File: src/rtl/ifu_if.sv
// Fetch-unit signal bundle: execute-stage redirect, memory request/response, decoder handoff.
interface ifu_if;
  logic        redirect_valid;
  logic [63:0] redirect_pc;
  logic        mem_req_valid;
  logic        mem_req_ready;
  logic [63:0] mem_req_addr;
  logic        mem_rsp_valid;
  logic [63:0] mem_rsp_data;
  logic        inst_valid;
  logic        inst_ready;
  logic [31:0] inst;
  logic [63:0] inst_pc;

  modport slave (
    input  redirect_valid, redirect_pc, mem_req_ready, mem_rsp_valid, mem_rsp_data, inst_ready,
    output mem_req_valid, mem_req_addr, inst_valid, inst, inst_pc
  );

  modport master (
    output redirect_valid, redirect_pc, mem_req_ready, mem_rsp_valid, mem_rsp_data, inst_ready,
    input  mem_req_valid, mem_req_addr, inst_valid, inst, inst_pc
  );
endinterface

File: src/rtl/ifu.sv
// Instruction fetch unit: one outstanding 64-bit read at a time, selects the 32-bit half by
// pc[2], and queues {pc, inst} pairs for decode. Redirects flush and may leave a read to drop.
module ifu #(
  parameter logic [63:0] RESET_PC = 64'h8000_0000,
  parameter int          DEPTH    = 2
) (
  input  logic clk,
  input  logic rst,
  ifu_if.slave bus
);
  localparam int          PW   = (DEPTH > 1) ? $clog2(DEPTH) : 1;
  localparam logic [PW:0] FULL = (PW+1)'(DEPTH);

  typedef enum logic [1:0] {S_REQ, S_WAIT, S_DROP} state_t;

  state_t        r_state, w_state_nxt;
  logic [63:0]   r_fetch_pc;
  logic [63:0]   r_buf_pc   [DEPTH];
  logic [31:0]   r_buf_inst [DEPTH];
  logic [PW-1:0] r_wr_ptr, r_rd_ptr;
  logic [PW:0]   r_count;
  logic          w_redir, w_req_v, w_push, w_pop;
  logic [31:0]   w_rsp_word;

  // Redirect blocks the request and kills any same-cycle push or pop.
  assign w_redir    = bus.redirect_valid;
  assign w_req_v    = rst && (r_state == S_REQ) && (r_count != FULL) && !w_redir;
  assign w_push     = (r_state == S_WAIT) && bus.mem_rsp_valid && !w_redir;
  assign w_pop      = (r_count != '0) && bus.inst_ready && !w_redir;
  assign w_rsp_word = r_fetch_pc[2] ? bus.mem_rsp_data[63:32] : bus.mem_rsp_data[31:0];

  assign bus.mem_req_valid = w_req_v;
  assign bus.mem_req_addr  = {r_fetch_pc[63:3], 3'b000};
  assign bus.inst_valid    = (r_count != '0);
  assign bus.inst          = r_buf_inst[r_rd_ptr];
  assign bus.inst_pc       = r_buf_pc[r_rd_ptr];

  always_ff @(posedge clk or negedge rst) begin
    if (!rst) r_state <= S_REQ;
    else      r_state <= w_state_nxt;
  end

  // A response always closes the outstanding read, whether or not it is kept.
  always_comb begin
    w_state_nxt = r_state;
    case (r_state)
      S_REQ:   if (w_req_v && bus.mem_req_ready) w_state_nxt = S_WAIT;
      S_WAIT:  if (bus.mem_rsp_valid)            w_state_nxt = S_REQ;
               else if (w_redir)                 w_state_nxt = S_DROP;
      S_DROP:  if (bus.mem_rsp_valid)            w_state_nxt = S_REQ;
      default:                                   w_state_nxt = S_REQ;
    endcase
  end

  always_ff @(posedge clk or negedge rst) begin
    if (!rst)         r_fetch_pc <= RESET_PC;
    else if (w_redir) r_fetch_pc <= bus.redirect_pc & ~64'd3;
    else if (w_push)  r_fetch_pc <= r_fetch_pc + 64'd4;
  end

  always_ff @(posedge clk or negedge rst) begin
    if (!rst) begin
      r_wr_ptr <= '0;
      r_rd_ptr <= '0;
      r_count  <= '0;
      for (int i = 0; i < DEPTH; i++) begin
        r_buf_pc[i]   <= '0;
        r_buf_inst[i] <= '0;
      end
    end else if (w_redir) begin
      r_wr_ptr <= '0;
      r_rd_ptr <= '0;
      r_count  <= '0;
    end else begin
      if (w_push) begin
        r_buf_pc[r_wr_ptr]   <= r_fetch_pc;
        r_buf_inst[r_wr_ptr] <= w_rsp_word;
        r_wr_ptr             <= r_wr_ptr + 1'b1;
      end
      if (w_pop) r_rd_ptr <= r_rd_ptr + 1'b1;
      if (w_push && !w_pop)      r_count <= r_count + 1'b1;
      else if (w_pop && !w_push) r_count <= r_count - 1'b1;
    end
  end
endmodule
File: src/flat_wrapper.sv
// flat-port wrapper written by rule: the top's interface ports become plain ports
module ifu_flat 
#(
  parameter logic [63:0] RESET_PC = 64'h8000_0000,
  parameter int          DEPTH    = 2
)
  (clk, rst, bus_redirect_valid, bus_redirect_pc, bus_mem_req_ready, bus_mem_rsp_valid, bus_mem_rsp_data, bus_inst_ready, bus_mem_req_valid, bus_mem_req_addr, bus_inst_valid, bus_inst, bus_inst_pc);
  ifu_if bus_i ();
  input  logic clk;
  input  logic rst;
  input wire logic [$bits(bus_i.redirect_valid)-1:0] bus_redirect_valid;
  input wire logic [$bits(bus_i.redirect_pc)-1:0] bus_redirect_pc;
  input wire logic [$bits(bus_i.mem_req_ready)-1:0] bus_mem_req_ready;
  input wire logic [$bits(bus_i.mem_rsp_valid)-1:0] bus_mem_rsp_valid;
  input wire logic [$bits(bus_i.mem_rsp_data)-1:0] bus_mem_rsp_data;
  input wire logic [$bits(bus_i.inst_ready)-1:0] bus_inst_ready;
  output wire logic [$bits(bus_i.mem_req_valid)-1:0] bus_mem_req_valid;
  output wire logic [$bits(bus_i.mem_req_addr)-1:0] bus_mem_req_addr;
  output wire logic [$bits(bus_i.inst_valid)-1:0] bus_inst_valid;
  output wire logic [$bits(bus_i.inst)-1:0] bus_inst;
  output wire logic [$bits(bus_i.inst_pc)-1:0] bus_inst_pc;
  assign bus_i.redirect_valid = bus_redirect_valid;
  assign bus_i.redirect_pc = bus_redirect_pc;
  assign bus_i.mem_req_ready = bus_mem_req_ready;
  assign bus_i.mem_rsp_valid = bus_mem_rsp_valid;
  assign bus_i.mem_rsp_data = bus_mem_rsp_data;
  assign bus_i.inst_ready = bus_inst_ready;
  assign bus_mem_req_valid = bus_i.mem_req_valid;
  assign bus_mem_req_addr = bus_i.mem_req_addr;
  assign bus_inst_valid = bus_i.inst_valid;
  assign bus_inst = bus_i.inst;
  assign bus_inst_pc = bus_i.inst_pc;
  ifu #(.RESET_PC(RESET_PC), .DEPTH(DEPTH)) u_core (.clk(clk), .rst(rst), .bus(bus_i));
endmodule
File: config.mk
export PLATFORM = sky130hd
export DESIGN_NAME = ifu_flat
export DESIGN_NICKNAME = d
export VERILOG_FILES = /design/src/rtl/ifu_if.sv /design/src/rtl/ifu.sv /design/src/flat_wrapper.sv
export SDC_FILE = /design/constraint.sdc
export NUM_CORES = 1
export LEC_CHECK = 0
export ABC_AREA = 1
export BUFFER_PORTS_ARGS = -buffer_cell sky130_fd_sc_hd__buf_2
export CORE_MARGIN = 2
export CORE_UTILIZATION = 35
export CTS_CLUSTER_SIZE = 10
export DETAILED_ROUTE_END_ITERATION = 8
export GPL_TIMING_DRIVEN = 0
export PLACE_DENSITY_LB_ADDON = 0.15
export SETUP_SLACK_MARGIN = 0.02
export SLEW_MARGIN = 30
export SYNTH_ARGS = -nofsm -noshare
export SYNTH_HDL_FRONTEND = slang
export SYNTH_SLANG_ARGS = --single-unit
File: constraint.sdc
create_clock -name clk -period 2.2 [get_ports clk]
set_input_delay 0.11 -clock clk [delete_from_list [all_inputs] [get_ports clk]]
set_output_delay 0.11 -clock clk [all_outputs]
set_load 0.1 [all_outputs]
=== After elaboration in Yosys (flattened, before gate mapping) ===
Index checks and enable logic that the tools add are counted.

* Logic and storage cells: 74
* Flip-flop bits (word level): 262
* Input port bits: 134

* Order comparisons: 3
* Reduce and logical (&&, ||, !) cells: 21
* Equality and inequality tests: 6
* Bitwise gates (word level): 3
* Add/sub/neg operators: 5
* Mux-type cells: 27

{| class="wikitable"
|+ Operators by type and width
! operator !! number
|-
| 64-bit 2-to-1 mux || 6
|-
| 32-bit 2-to-1 mux || 5
|-
| 128-bit bitwise mux || 1
|-
| 64-bit by 3-bit adder with 64-bit output, second input constant || 1
|-
| 64-bit bitwise mux || 1
|-
| 64-bit demux with 1-bit select || 1
|-
| 32-bit demux with 1-bit select || 1
|-
| 2-bit 2-to-1 mux || 7
|-
| 1-bit logical AND || 11
|-
| 2-bit != test, second input constant || 3
|-
| 2-bit case mux with 3 select lines || 1
|-
| 2-bit nonzero test || 3
|-
| 2-bit >= comparator, second input constant || 2
|-
| 1-bit 2-to-1 mux || 4
|-
| 1-bit inverter with 2-bit output || 2
|-
| 1-bit logical NOT || 3
|-
| 3-bit != test, second input constant || 1
|-
| 3-bit AND reduction || 1
|-
| 3-bit nonzero test || 1
|-
| 1-bit adder, second input constant || 2
|-
| 2-bit by 1-bit adder with 2-bit output, second input constant || 1
|-
| 2-bit by 1-bit == test with 1-bit output, second input constant || 1
|-
| 2-bit == test, second input constant || 1
|-
| 2-bit logical NOT || 1
|-
| 4 further kinds || 4
|}

=== Longest topological paths before layout ===
* Word-level depth: 8
* Mapped depth: 11

=== Least setup slack after synthesis ===
No wires, ideal clock.

* Kind: reg2out
* Start point: reg u_core.r_rd_ptr
* End point: out bus_inst[25]
* Data required time: 2,090 ps
* Slack: -767 ps
* Cell stages (with the launch flop): 4
* Data arrival time: 2,857 ps
* Cell sequence: dfrtp_1 > clkbuf_1 > clkbuf_1 > o21ai_0

* Word-level cells in the longest chain between the ends: 4

{| class="wikitable"
|+ Ends and longest elaborated chain
! item !! line !! text
|-
| from (decl) || ifu.sv:20 || <nowiki>logic [PW-1:0] r_wr_ptr, r_rd_ptr;</nowiki>
|-
| from (signal assigned) || ifu.sv:80 || <nowiki>if (w_pop) r_rd_ptr <= r_rd_ptr + 1'b1;</nowiki>
|-
| 1-bit inverter with 2-bit output (implied by the code) || ifu.sv:35 || <nowiki>assign bus.inst = r_buf_inst[r_rd_ptr];</nowiki>
|-
| 32-bit 2-to-1 mux (implied by the code) (3 in a row) || ifu.sv:35 ||
|-
| to (decl) || flat_wrapper.sv:20 || <nowiki>output wire logic [$bits(bus_i.inst)-1:0] bus_inst;</nowiki>
|}

No other way between the ends. The select of a mux whose other input is x is not followed.

=== Final worst setup path ===
* Start point: reg u_core.r_rd_ptr
* End point: out bus_inst[24]

The elaborated chain is that of the path after synthesis.

==> parameters.txt <==
Parameter                              Value

Status
  Result of the run    complete, but fails checks
  Violated checks    hold timing

STA
  Time the final worst path needs with I/O delays and setup    2140 ps
  Fmax    0.467 GHz
  Hold violation total from the final report    67
  Fin crit share    97.3%
  Setup repair after global routing missed its margin    no
  Final setup violation count    0
  Headroom to the max-slew limit    33.6%
  Setup Total Neg Slack    0 ps
  Worst Skew    31.9 ps
  Worst Hold Margin    -160 ps
  Post-route worst setup slack    59.2 ps
  Slew at the pin with the worst max-slew slack    996 ps
  Final-report max-slew violation count    0

Setup path
  Kind of start point of the critical path    register
  RR Startpoint    u_core.r_fetch_pc[22]
  Critical path type    reg -> out
  Type of destination of the critical path    output pin
  Setup slack, reg-to-reg    130 ps
  Number of cells on the worst reg-to-reg path    11
  Required time of the critical path    2090 ps
  Signal arrival time at the worst endpoint    2030 ps
  Maximum fanout along the worst path    10
  Destination of the worst register-to-register timing path    u_core.r_fetch_pc[39]
  Critical path startpoint    u_core.r_rd_ptr

Synthesis
  Ys flop type    sky130_fd_sc_hd__dfrtp_1
  Warnings from Yosys    0
  Netlist cell types    37
  Instance count of the mapped netlist    1941
  Post-synthesis share of cell area spent on full adders, half adders and majority gates    0.0899%
  Share of async-settable or async-resettable flops after synthesis    100%
  Largest area contributor in the synthesized netlist    sky130_fd_sc_hd__dfrtp_1
  Synth area leaders    sky130_fd_sc_hd__dfrtp_1 (46%), sky130_fd_sc_hd__nand2_1 (23%), sky130_fd_sc_hd__o21ai_0 (5.8%)
  Proportion of netlist area held by the largest area contributor    45.8%
  Number of flops mapped to enable cells by yosys    0
  Synth Area in Compound Gates    10.3%
  Synthesized-area fraction occupied by and/or/nand/nor cells    31.0%
  Most instantiated cells after synthesis    sky130_fd_sc_hd__nand2_1 (866), sky130_fd_sc_hd__dfrtp_1 (255), sky130_fd_sc_hd__o21ai_0 (161)
  Fraction of synthesized area in multiplexers    0%
  Synthesized cell area    13900 sq um
  Number of synthesized register bits    256
  Cell with the most instances after synthesis    sky130_fd_sc_hd__nand2_1
  Syn avg cell area    7.17 sq um
  Share of the yosys chip area belonging to registers    46.0%
  Combinational family with the most area after synthesis    simple AND/OR/NAND/NOR gates
  Xor-xnor portion of the synthesized cell area    1.76%

Clocking
  Number of clock buffers inserted by TritonCTS    30
  CTS Root Buffer Type    sky130_fd_sc_hd__clkbuf_16
  Maximum clock path buffer count    3
  Total number of clock tree sinks    256
  Source-to-sink clock delay at the later pin of the worst-skew pair    590 ps
  TritonCTS clock tree    built
  CTS hold repair buffers    137
  Clock slew at reported path FFs    60 ps
  H-tree Lvls    1

GRT
  First-pass GRT wire length    82900 um
  Largest net degree at the start of global routing    77
  Antenna violations before repair    0
  Number of global-route vias before repair    13800
  Global routing usage summed across all routing layers    26.2%
  Aggregate global routing overflow    0

Placed design
  Post-Place Setup Slack    -876 ps
  Number of placed instances, taps included    2760
  Detailed Place HPWL    40300 um
  Final weighted congestion in routability-driven placement    0.924
  Number of input and output port buffers inserted    287

Drt
  Wirelength, routed    54400 um
  Routed length per instance    18.5 um
  Antenna-violating nets left    0
  Remaining design rule violation count    0
  1st-pass router iterations    5
  Total number of vias    14200
  Via-per-instance ratio    4.81
  Detailed router's first-iteration violation count    1252

Pwr
  Relative contribution of sequential cells to total power    27.4%
  Clock share of power    19.6%
  Net switching fraction of the power    52.3%
  Psw    12.5 mW
  Sum of internal, switching and leakage power    23.8 mW
  Maximum vdd ir drop    1.17 mV
  Leakage power figure    9.64 nW
  Cell internal power dissipation    11.4 mW
  Power density of the placed cells    1240 nW/um^2
  Proportion of power drawn by combinational gates    53.1%

Floorplan
  Area of the die    41400 sq um
  Core ar.    39500 sq um
  Starting utilization of the core area    35.3%
  Num rows    73
  Die span in y    203 um
  Die width    203 um
  Top Ports    296

Final layout
  Nets    2544
  Count of non-filler cells in the finished layout    2950
  Final cell utilization of the core    48.5%
  Number of antenna diodes    0
  Area growth from synthesis to layout    37.5%
  Number of fill cells    3997
  Layout cells sized above 1    20.7%

Hold path
  Worst Hold Class    in -> async

Flow run
  Maxcap violations    0
[metrics by stage]
step | cell area [sq um] | hold slack [ps]
global route | 19100 | -138
finish | 19100 | -160
detailed placement | 16100 | 72.7
global placement | 16000 | 329
CTS | 19000 | -160
floorplan | 13900 | -186
[how the worst max path moves through the flow]
stage                                 endpoint  slack [ps]  cells after the start
after floorplan                   bus_inst[25]         -20                      3
after global placement    u_core.r_buf_pc[116]       -3940                      1
after CTS                      bus_inst_pc[12]           5                      5
after global routing              bus_inst[28]          20                      4
final                             bus_inst[24]          60                      4
after detailed placement       bus_inst_pc[36]        -880                      6
[state kept, by name, summed over array words and instances, names as in the netlist]
register,count
u_core.r_buf_pc,124
u_core.r_state,2
u_core.r_fetch_pc,62
u_core.r_rd_ptr,1
u_core.r_buf_inst,64
u_core.r_wr_ptr,1
u_core.r_count,2
[layout by cell type (no fill, tap or decap), types with 2 or more instances in the layout]
master,n
sky130_fd_sc_hd__o211ai_1,14
sky130_fd_sc_hd__nor3_2,2
sky130_fd_sc_hd__a31oi_1,2
sky130_fd_sc_hd__nand3_1,56
sky130_fd_sc_hd__clkbuf_16,31
sky130_fd_sc_hd__buf_4,108
sky130_fd_sc_hd__buf_1,8
sky130_fd_sc_hd__inv_1,135
sky130_fd_sc_hd__nor3_1,6
sky130_fd_sc_hd__a21oi_1,8
sky130_fd_sc_hd__o21ai_0,129
sky130_fd_sc_hd__clkbuf_2,6
sky130_fd_sc_hd__nand3b_1,2
sky130_fd_sc_hd__dfrtp_1,254
sky130_fd_sc_hd__nor2_1,123
sky130_fd_sc_hd__xor2_1,27
sky130_fd_sc_hd__o21bai_1,8
sky130_fd_sc_hd__buf_16,9
sky130_fd_sc_hd__nand3_2,2
sky130_fd_sc_hd__buf_8,2
sky130_fd_sc_hd__nand4_1,13
sky130_fd_sc_hd__nor2_4,7
sky130_fd_sc_hd__conb_1,5
sky130_fd_sc_hd__buf_12,3
sky130_fd_sc_hd__nand2_1,863
sky130_fd_sc_hd__clkbuf_8,6
sky130_fd_sc_hd__buf_6,65
sky130_fd_sc_hd__o21ai_1,100
sky130_fd_sc_hd__nor2_2,9
sky130_fd_sc_hd__nand2_2,5
sky130_fd_sc_hd__dlygate4sd3_1,131
sky130_fd_sc_hd__inv_2,5
sky130_fd_sc_hd__clkbuf_4,16
sky130_fd_sc_hd__buf_2,217
sky130_fd_sc_hd__clkbuf_1,31
sky130_fd_sc_hd__o221ai_1,3
[critical path, cell delays in order (launching register included)]
cell	delay, ps
sky130_fd_sc_hd__dfrtp_2	520
sky130_fd_sc_hd__clkbuf_2	320
sky130_fd_sc_hd__nand2_1	80
sky130_fd_sc_hd__o21ai_1	80
sky130_fd_sc_hd__buf_2	440
[metal layers]
layer	track usage [%]	vias to the layer above	share of wire, %
li1	-	6933	-
met1	38.1	6709	46
met2	42.0	502	46
met3	3.07	53	6.4
met4	5.40	0	1.9
met5	0	-	0
[area by class of cell]
| type | count | area, sq um | share of cell area, % |
|---|---|---|---|
| Buffer | 153 | 1050 | 5.51 |
| Clock inverter | 1 | 30.0 | 0.157 |
| Inverter | 141 | 534 | 2.79 |
| Tap cell | 525 | 657 | 3.43 |
| Timing Repair Buffer | 433 | 3520 | 18.4 |
| Sequential cell | 256 | 6410 | 33.5 |
| Multi-Input combinational cell | 1394 | 6070 | 31.7 |
| Clock buffer | 47 | 855 | 4.47 |
[power by group through the flow]
stage	registers (mW)	logic [mW]	clock network, mW
2_1_floorplan	6.34	9.33	0
3_3_place_gp	6.53	11.4	0
3_5_place_dp	6.55	11.4	0
4_1_cts	6.50	12.6	4.74
5_1_grt	6.64	13.3	4.92
6_report	6.52	12.6	4.66
[kinds of logic after synthesis]
| group | count (synthesis) |
|---|---|
| other | 1 |
| buffers and inverters | 295 |
| DFF | 256 |
| xor gates and xnor gates | 28 |
| adders and majority gates | 1 |
| and+or+nand+nor | 1091 |
| AOI/OAI and AO/OA | 269 |
[timing repair]
action,CTS,global route
hold endpoints to repair,317,67
endpoints found under the setup margin,99,66
gates resized for setup,183,29
setup buffers,1,5
pin swaps,1,2
Power figures use the tool's default switching activity.
